File: src/rtl/seg_scan_driver.sv
// Multiplexed 7-segment scan driver with shadowed character codes and optional per-digit blink.
// Define SEG_SCAN_BLINK_EN to build the blink counter; otherwise blink_mask is ignored.
module seg_scan_driver #(
  parameter int DIGITS    = 4,
  parameter int SCAN_DIV  = 50000,
  parameter int BLINK_DIV = 12500000
) (
  input  logic                  clk,
  input  logic                  rst,
  input  logic [5*DIGITS-1:0]   codes,
  input  logic                  load,
  input  logic [DIGITS-1:0]     blink_mask,
  output logic [6:0]            seg,
  output logic [DIGITS-1:0]     an,
  output logic                  frame
);

  localparam int CW = $clog2(SCAN_DIV);
  localparam int IW = (DIGITS > 1) ? $clog2(DIGITS) : 1;

  logic [CW-1:0]       r_scanCnt;
  logic [IW-1:0]       r_index;
  logic [5*DIGITS-1:0] r_shadow;

  logic [CW-1:0]       w_nextCnt;
  logic [IW-1:0]       w_nextIdx;
  logic [5*DIGITS-1:0] w_nextShadow;
  logic [4:0]          w_code;
  logic [6:0]          w_glyph;
  logic                w_scanWrap;
  logic                w_dead;
  logic                w_blinked;

  function automatic logic [6:0] decode(input logic [4:0] code);
    case (code)
      5'h00: decode = 7'b1000000;
      5'h01: decode = 7'b1111001;
      5'h02: decode = 7'b0100100;
      5'h03: decode = 7'b0110000;
      5'h04: decode = 7'b0011001;
      5'h05: decode = 7'b0010010;
      5'h06: decode = 7'b0000010;
      5'h07: decode = 7'b1111000;
      5'h08: decode = 7'b0000000;
      5'h09: decode = 7'b0010000;
      5'h0A: decode = 7'b0001000;
      5'h0B: decode = 7'b0000011;
      5'h0C: decode = 7'b1000110;
      5'h0D: decode = 7'b0100001;
      5'h0E: decode = 7'b0000110;
      5'h0F: decode = 7'b0001110;
      5'h10: decode = 7'b0001000;
      5'h11: decode = 7'b0100001;
      5'h12: decode = 7'b0000110;
      5'h13: decode = 7'b1000111;
      5'h14: decode = 7'b1000000;
      5'h15: decode = 7'b0100011;
      5'h16: decode = 7'b0101111;
      5'h17: decode = 7'b0010010;
      5'h18: decode = 7'b0000111;
      default: decode = 7'b1111111;
    endcase
  endfunction

  // Outputs are registered from next-state values so seg/an always match the held counter and index.
  always_comb begin
    w_scanWrap   = (r_scanCnt == CW'(SCAN_DIV - 1));
    w_nextCnt    = w_scanWrap ? '0 : r_scanCnt + 1'b1;
    w_nextIdx    = r_index;
    if (w_scanWrap)
      w_nextIdx  = (r_index == IW'(DIGITS - 1)) ? '0 : r_index + 1'b1;
    w_nextShadow = load ? codes : r_shadow;
    w_code       = w_nextShadow[5*w_nextIdx +: 5];
    w_glyph      = decode(w_code);
    w_dead       = (w_nextCnt == '0);
  end

`ifdef SEG_SCAN_BLINK_EN
  localparam int BW = $clog2(BLINK_DIV);

  logic [BW-1:0] r_blinkCnt;
  logic          r_phase;
  logic          w_blinkWrap;
  logic          w_nextPhase;

  always_comb begin
    w_blinkWrap = (r_blinkCnt == BW'(BLINK_DIV - 1));
    w_nextPhase = w_blinkWrap ? ~r_phase : r_phase;
    w_blinked   = w_nextPhase & blink_mask[w_nextIdx];
  end

  always_ff @(posedge clk) begin
    if (rst) begin
      r_blinkCnt <= '0;
      r_phase    <= 1'b0;
    end else begin
      r_blinkCnt <= w_blinkWrap ? '0 : r_blinkCnt + 1'b1;
      r_phase    <= w_nextPhase;
    end
  end
`else
  always_comb begin
    w_blinked = &{1'b0, blink_mask};
  end
`endif

  always_ff @(posedge clk) begin
    if (rst) begin
      r_scanCnt <= '0;
      r_index   <= '0;
      r_shadow  <= {DIGITS{5'h1F}};
      seg       <= 7'h7F;
      an        <= '1;
      frame     <= 1'b0;
    end else begin
      r_scanCnt <= w_nextCnt;
      r_index   <= w_nextIdx;
      r_shadow  <= w_nextShadow;
      seg       <= (w_dead || w_blinked) ? 7'h7F : w_glyph;
      an        <= w_dead ? '1 : ~(DIGITS'(1) << w_nextIdx);
      frame     <= (w_nextCnt == CW'(SCAN_DIV - 1)) && (w_nextIdx == IW'(DIGITS - 1));
    end
  end

endmodule

File: config.mk
export PLATFORM = sky130hd
export DESIGN_NAME = seg_scan_driver
export DESIGN_NICKNAME = d
export VERILOG_FILES = /design/src/rtl/seg_scan_driver.sv
export SDC_FILE = /design/constraint.sdc
export NUM_CORES = 1
export LEC_CHECK = 0
export CORE_MARGIN = 1.5
export CORE_UTILIZATION = 34
export DETAILED_ROUTE_END_ITERATION = 10
export HOLD_SLACK_MARGIN = 0.03
export PLACE_DENSITY_LB_ADDON = 0.08
export SLEW_MARGIN = 20
export SYNTH_ARGS = -nofsm -noshare
export SYNTH_HDL_FRONTEND = slang
export SYNTH_SLANG_ARGS = --single-unit
File: constraint.sdc
create_clock -name clk -period 7.9 [get_ports clk]
set_input_delay 2.37 -clock clk [delete_from_list [all_inputs] [get_ports clk]]
set_output_delay 2.37 -clock clk [all_outputs]
set_load 0.005 [all_outputs]
[Word level (Yosys, flattened, before mapping)]
Memory sizes are Yosys's and may differ from the RTL's. A register that Yosys moved wholly into a read port is not among the register bits.
Index checks and enable logic that the tools add are counted.
W data, S select, Z words.
Word-level totals
  bits in registers: 43
  bits in latches: 0
  RAM bits: 0
  memory bits (read-only): 224
  input port bits: 27
  output and inout port bits: 12
  word-level logic and storage cells: 23
  memories: 1
Memories
  (no name shown): depth 32, bits a word 7, rd ports 1, clocked after Yosys merged registers in 1, write ports 0, RTL line 35  | case (code)
Operators by class
  $add $sub $neg: 2
  multipliers: 1
  divide/modulo/power cells: 0
  $lt $le $gt $ge: 0
  equal/unequal tests: 4
  shift operators: 2
  muxes and demuxes: 4
  bitwise operators: 1
  reduce and logical (&&, ||, !) cells: 3
Operators by type and width (number)
  $eq A16 B16 Y1 const B: 2
  $mux W20: 1
  $shiftx A20 B6 Y5: 1
  $add A16 B1 Y16 const B: 1
  $logic_not A16 Y1: 1
  $mux W16: 1
  $mul A3 B2 Y5 const A: 1
  $eq A2 B2 Y1 const B: 2
  $mux W2: 2
  $not A4 Y4: 1
  $shl A1 B2 Y4 const A: 1
  $add A2 B1 Y2 const B: 1
  $reduce_or A2 Y1: 1
  $logic_and A1 B1 Y1: 1

[Logic depth before layout (Yosys ltp)]
  depth in word-level cells: 5
  depth in mapped cells: 15
  depth with buffers taken out: 13

[Worst setup path before layout]
No wires, ideal clock.
  path kind: input to register
  start point: input load
  end point: register seg[6]
  arrival: 4447 ps
  data required time: 7755 ps
  slack: 3308 ps
  stages on the path: 10
  buffers on the path: 2
  cells stage by stage: clkbuf_1 mux4_2 o211ai_1 o21ai_2 inv_1 ha_1 clkbuf_1 mux2i_1 a211oi_1 o211ai_1
On the way
  cells in the longest elaborated chain, start to end: 2
RTL lines
  start, declared: RTL line 11  | input logic load,
  $mux W20: RTL line 72  | w_nextShadow = load ? codes : r_shadow;
  $shiftx A20 B6 Y5: RTL line 73  | w_code = w_nextShadow[5*w_nextIdx +: 5];
  end, declared: RTL line 13  | output logic [6:0] seg,
Every way passes these cells.
A chain may end at the register's enable or synchronous reset.

[Worst setup path in the final report]
Ends and elaborated chain as after synthesis.

==> results.py <==
metrics = {
    "run_status": {
        "status": "completed",
    },
    "synthesis": {
        "syn_inst": 358,
        "synthSimpleGateAreaFrac_pct": 22.5,
        "yosysWarnings": 0,
        "synth-xor-area-share_pct": 3.79,
        "synth_seq_area_share_pct": 31.0,
        "ys_seq_elements": 50,
        "avgSynthCellArea_um2": 9.03,
        "synth_compound_area_share_pct": 17.7,
        "synth.mux.area_fraction_pct": 17.5,
        "synth_edf_count": 0,
        "synthAdderAreaFrac_pct": 3.48,
        "async_flop_share_pct": 0,
        "synth.net_count": 394,
        "synth_area_mm2": 0.00323,
        "synth_cell_type_count": 58,
        "synth_top_family_by_area": "simple AND/OR/NAND/NOR gates",
        "ys.flop_type": "dfxtp_1",
    },
    "sta": {
        "max_slew_margin_pct": 55.7,
        "period_needed_ns": 5.16,
        "fin_crit_sh_pct": 65.3,
        "setup_viol_count_final": 0,
        "fin_tns_setup_ns": 0,
        "fmax_ghz": 0.194,
        "clock-skew-final_ns": 0.0141,
        "finalMaxSlewViolations": 0,
        "finalHoldViolCount": 0,
        "tightestPinTransition_ns": 0.661,
        "grt_setup_unrepaired": "false",
        "finalWorstSetupSlack_ns": 2.74,
    },
    "clock_tree": {
        "hold_buffers": 0,
        "clockRootBuffer": "clkbuf_8",
        "cts_tree": "yes",
        "htreeDepth": 2,
        "clkLatencyLatePin_ns": 0.30,
        "ctsResizeCount": 0,
        "cts_setup_buffers": 0,
        "clock-sinks": 50,
        "cts.path.max_buffers": 2,
        "cts_buffers": 5,
        "clk_transition_reported_paths_ns": 0.10,
    },
    "power": {
        "power_density_mw_per_mm2": 150,
        "p_comb_share_pct": 19.0,
        "switching_power_mw": 0.149,
        "swShare_pct": 26.5,
        "leakagePower_nw": 1.45,
        "worst_ir_drop_vdd_uv": 102,
        "p_seq_share_pct": 48.4,
        "p_int_mw": 0.414,
        "pwr-share-clk_pct": 32.6,
    },
    "setup_path": {
        "critPathArrivalTime_ns": 5.31,
        "path_class": "primary input to flop",
        "start_kind": "primary input",
        "worstPathMaxFanout": 46,
        "reg2reg_depth": 12,
        "critPathMaxStageDelay_ns": 0.47,
        "critPathBufInv": 4,
        "r2r_start": "r_scanCnt[0]",
        "worstPathRequired_ns": 8.04,
        "end_kind": "flop",
        "worst_r2r_endpoint": "seg[5]",
        "crit_top_cell": "inv_1",
        "path_delay_family": "buffers and inverters",
        "crit_path_cell_trace": "clkdlybuf4s50_1 > buf_4 > inv_1 > mux4_2 > o21ai_2 > inv_1 > ha_1 > mux2i_1 > a211oi_1 > o211ai_1",
        "cpMaxStageDelayCell": "mux4_2",
        "rrSetupSlack_ns": 3.63,
    },
    "placed_design": {
        "place_congestion": 0.798,
        "post-place-ws_ns": 2.43,
        "io_buffers": 34,
        "place_hpwl_um": 5450,
    },
    "layout": {
        "n_antenna_cell": 0,
        "drive_gt1_share_pct": 9.21,
        "nets": 415,
        "area_delta_synth_final_pct": 16.0,
        "post-route-util_pct": 40.6,
    },
    "floorplan": {
        "core_mm2": 0.00924,
        "rows": 35,
        "fp.dieArea_mm2": 0.0101,
        "die_y_um": 101,
        "io_pins": 39,
        "initial_core_util_pct": 35.0,
        "fp.dieW_um": 101,
    },
    "drt": {
        "drt-vias-per-instance": 5.27,
        "drt_iter0_drc": 107,
        "routed-via-count": 2682,
        "wl_um": 7900,
        "wire_per_inst_um": 15.5,
        "drtAntennaViolNets": 0,
        "first_pass_iters": 4,
        "route.detailed.drc": 0,
    },
    "min_path": {
        "hold_end": "r_scanCnt[0]",
        "hold_path_class": "flop to flop",
        "hold_depth": 1,
        "hp-start": "r_scanCnt[0]",
    },
    "grt": {
        "grtUsageTotal_pct": 16.4,
        "grt_pass1_vias": 2630,
        "grt_max_degree": 47,
        "antenna_found_initial": 0,
        "grt_overflow": 0,
        "grt_pass1_wl_um": 13200,
    },
    "job": {
        "drv_cap": 0,
    },
}
final cells by class:
| cell class | instances | area [um2] |
|---|---|---|
| sequential | 50 | 1000 |
| clock inverter | 1 | 30.0 |
| inverter | 7 | 26.3 |
| fill | 948 | 5490 |
| timing repair buffer | 36 | 355 |
| tap | 129 | 161 |
| multi-input combinational | 279 | 2100 |
| clock buffer | 7 | 76.3 |
placed cells by master, fill, tap and decap left out, types with 7 or more instances in the layout:
cell type,synthesis,layout
nand3_1,11,11
clkdlybuf4s50_1,0,34
nor2b_1,25,25
ha_1,9,9
nand2_1,29,29
nand4_1,7,7
a211o_1,21,21
a21oi_1,11,11
mux2_2,7,7
inv_1,7,7
mux2i_1,28,28
nor2_1,31,31
dfxtp_1,50,50
xnor2_1,8,8
power groups by stage:
stage | Clock, mW | Combinational (mW) | Sequential, mW
CTS | 0.192 | 0.107 | 0.273
global placement | 0 | 0.106 | 0.278
finish | 0.183 | 0.107 | 0.273
detailed placement | 0 | 0.106 | 0.278
global route | 0.200 | 0.119 | 0.274
floorplan | 0 | 0.0698 | 0.277
metal layers:
metal / global-route usage [%] / wire length [um] / part of all wire (%) / up-vias
met5: 0 / 0 / 0 / -
met4: 3.90 / 38 / 0.48 / 0
met3: 2.57 / 258 / 3.3 / 2
met2: 28.6 / 3760 / 48 / 47
met1: 21.4 / 3840 / 49 / 1286
li1: - / - / - / 1347
worst register-to-register path, delay by kind of cell (launching register included):
family	cells	cell delay [ns]
simple gates	4	1.39
buf+inv	1	0.15
flops	1	0.43
fa+ha+maj	2	0.55
mux	3	1.19
compound gates	2	0.47
flip-flops by register name, summed over array words and instances, names as in the netlist:
name and count:
r_shadow 20, r_scanCnt 16, seg 7, an 4
r_index 2, frame 1
stage by stage:
step                      hold slack [ns]  instance area [um2]  power [mW]  instances
final                               0.505                 3750       0.563        509
after global routing                0.548                 3750       0.593        509
after CTS                           0.508                 3750       0.572        509
after detailed placement            0.483                 3640       0.385        501
after global placement              0.483                 3640       0.384        501
after floorplan                     0.449                 3230       0.347        358
cells in the mapped netlist (4+ instances only):
master	n	area share [%]
o22ai_1	4	0.77
nand2_1	29	3.4
inv_1	7	0.81
mux2_2	7	2.4
nor3_1	6	0.93
buf_1	4	0.46
nor2b_1	25	4.8
dfxtp_1	50	31
a21oi_1	11	1.7
clkbuf_1	11	1.3
o21ai_0	6	0.93
buf_2	4	0.62
nand4_1	7	1.4
a22oi_1	5	1.2
xor2_1	6	1.6
and3_1	4	0.77
a211o_1	21	5.7
nand3_1	11	1.7
nor2_1	31	3.6
or3_1	5	0.97
o21ai_1	4	0.62
o211ai_1	4	0.93
xnor2_1	8	2.2
mux2i_1	28	8.7
ha_1	9	3.5
cells by family (layout without fill, tap and decap cells):
logic type | count (synthesis) | after routing
simple gates | 135 | 135
flops | 50 | 50
buf+inv | 29 | 51
fa+ha+maj | 9 | 9
xor+xnor | 14 | 14
compound gates | 74 | 74
mux | 47 | 47
worst max-delay path by stage:
stage,from,endpoint,slack (ns),cells after the start
floorplan,load,seg[6],3.31,10
global placement,load,seg[6],2.43,10
detailed placement,load,seg[6],2.43,10
CTS,load,seg[6],2.74,10
global route,load,seg[6],2.50,10
finish,load,seg[6],2.74,10
No activity file was read; power rests on OpenSTA's default activity.
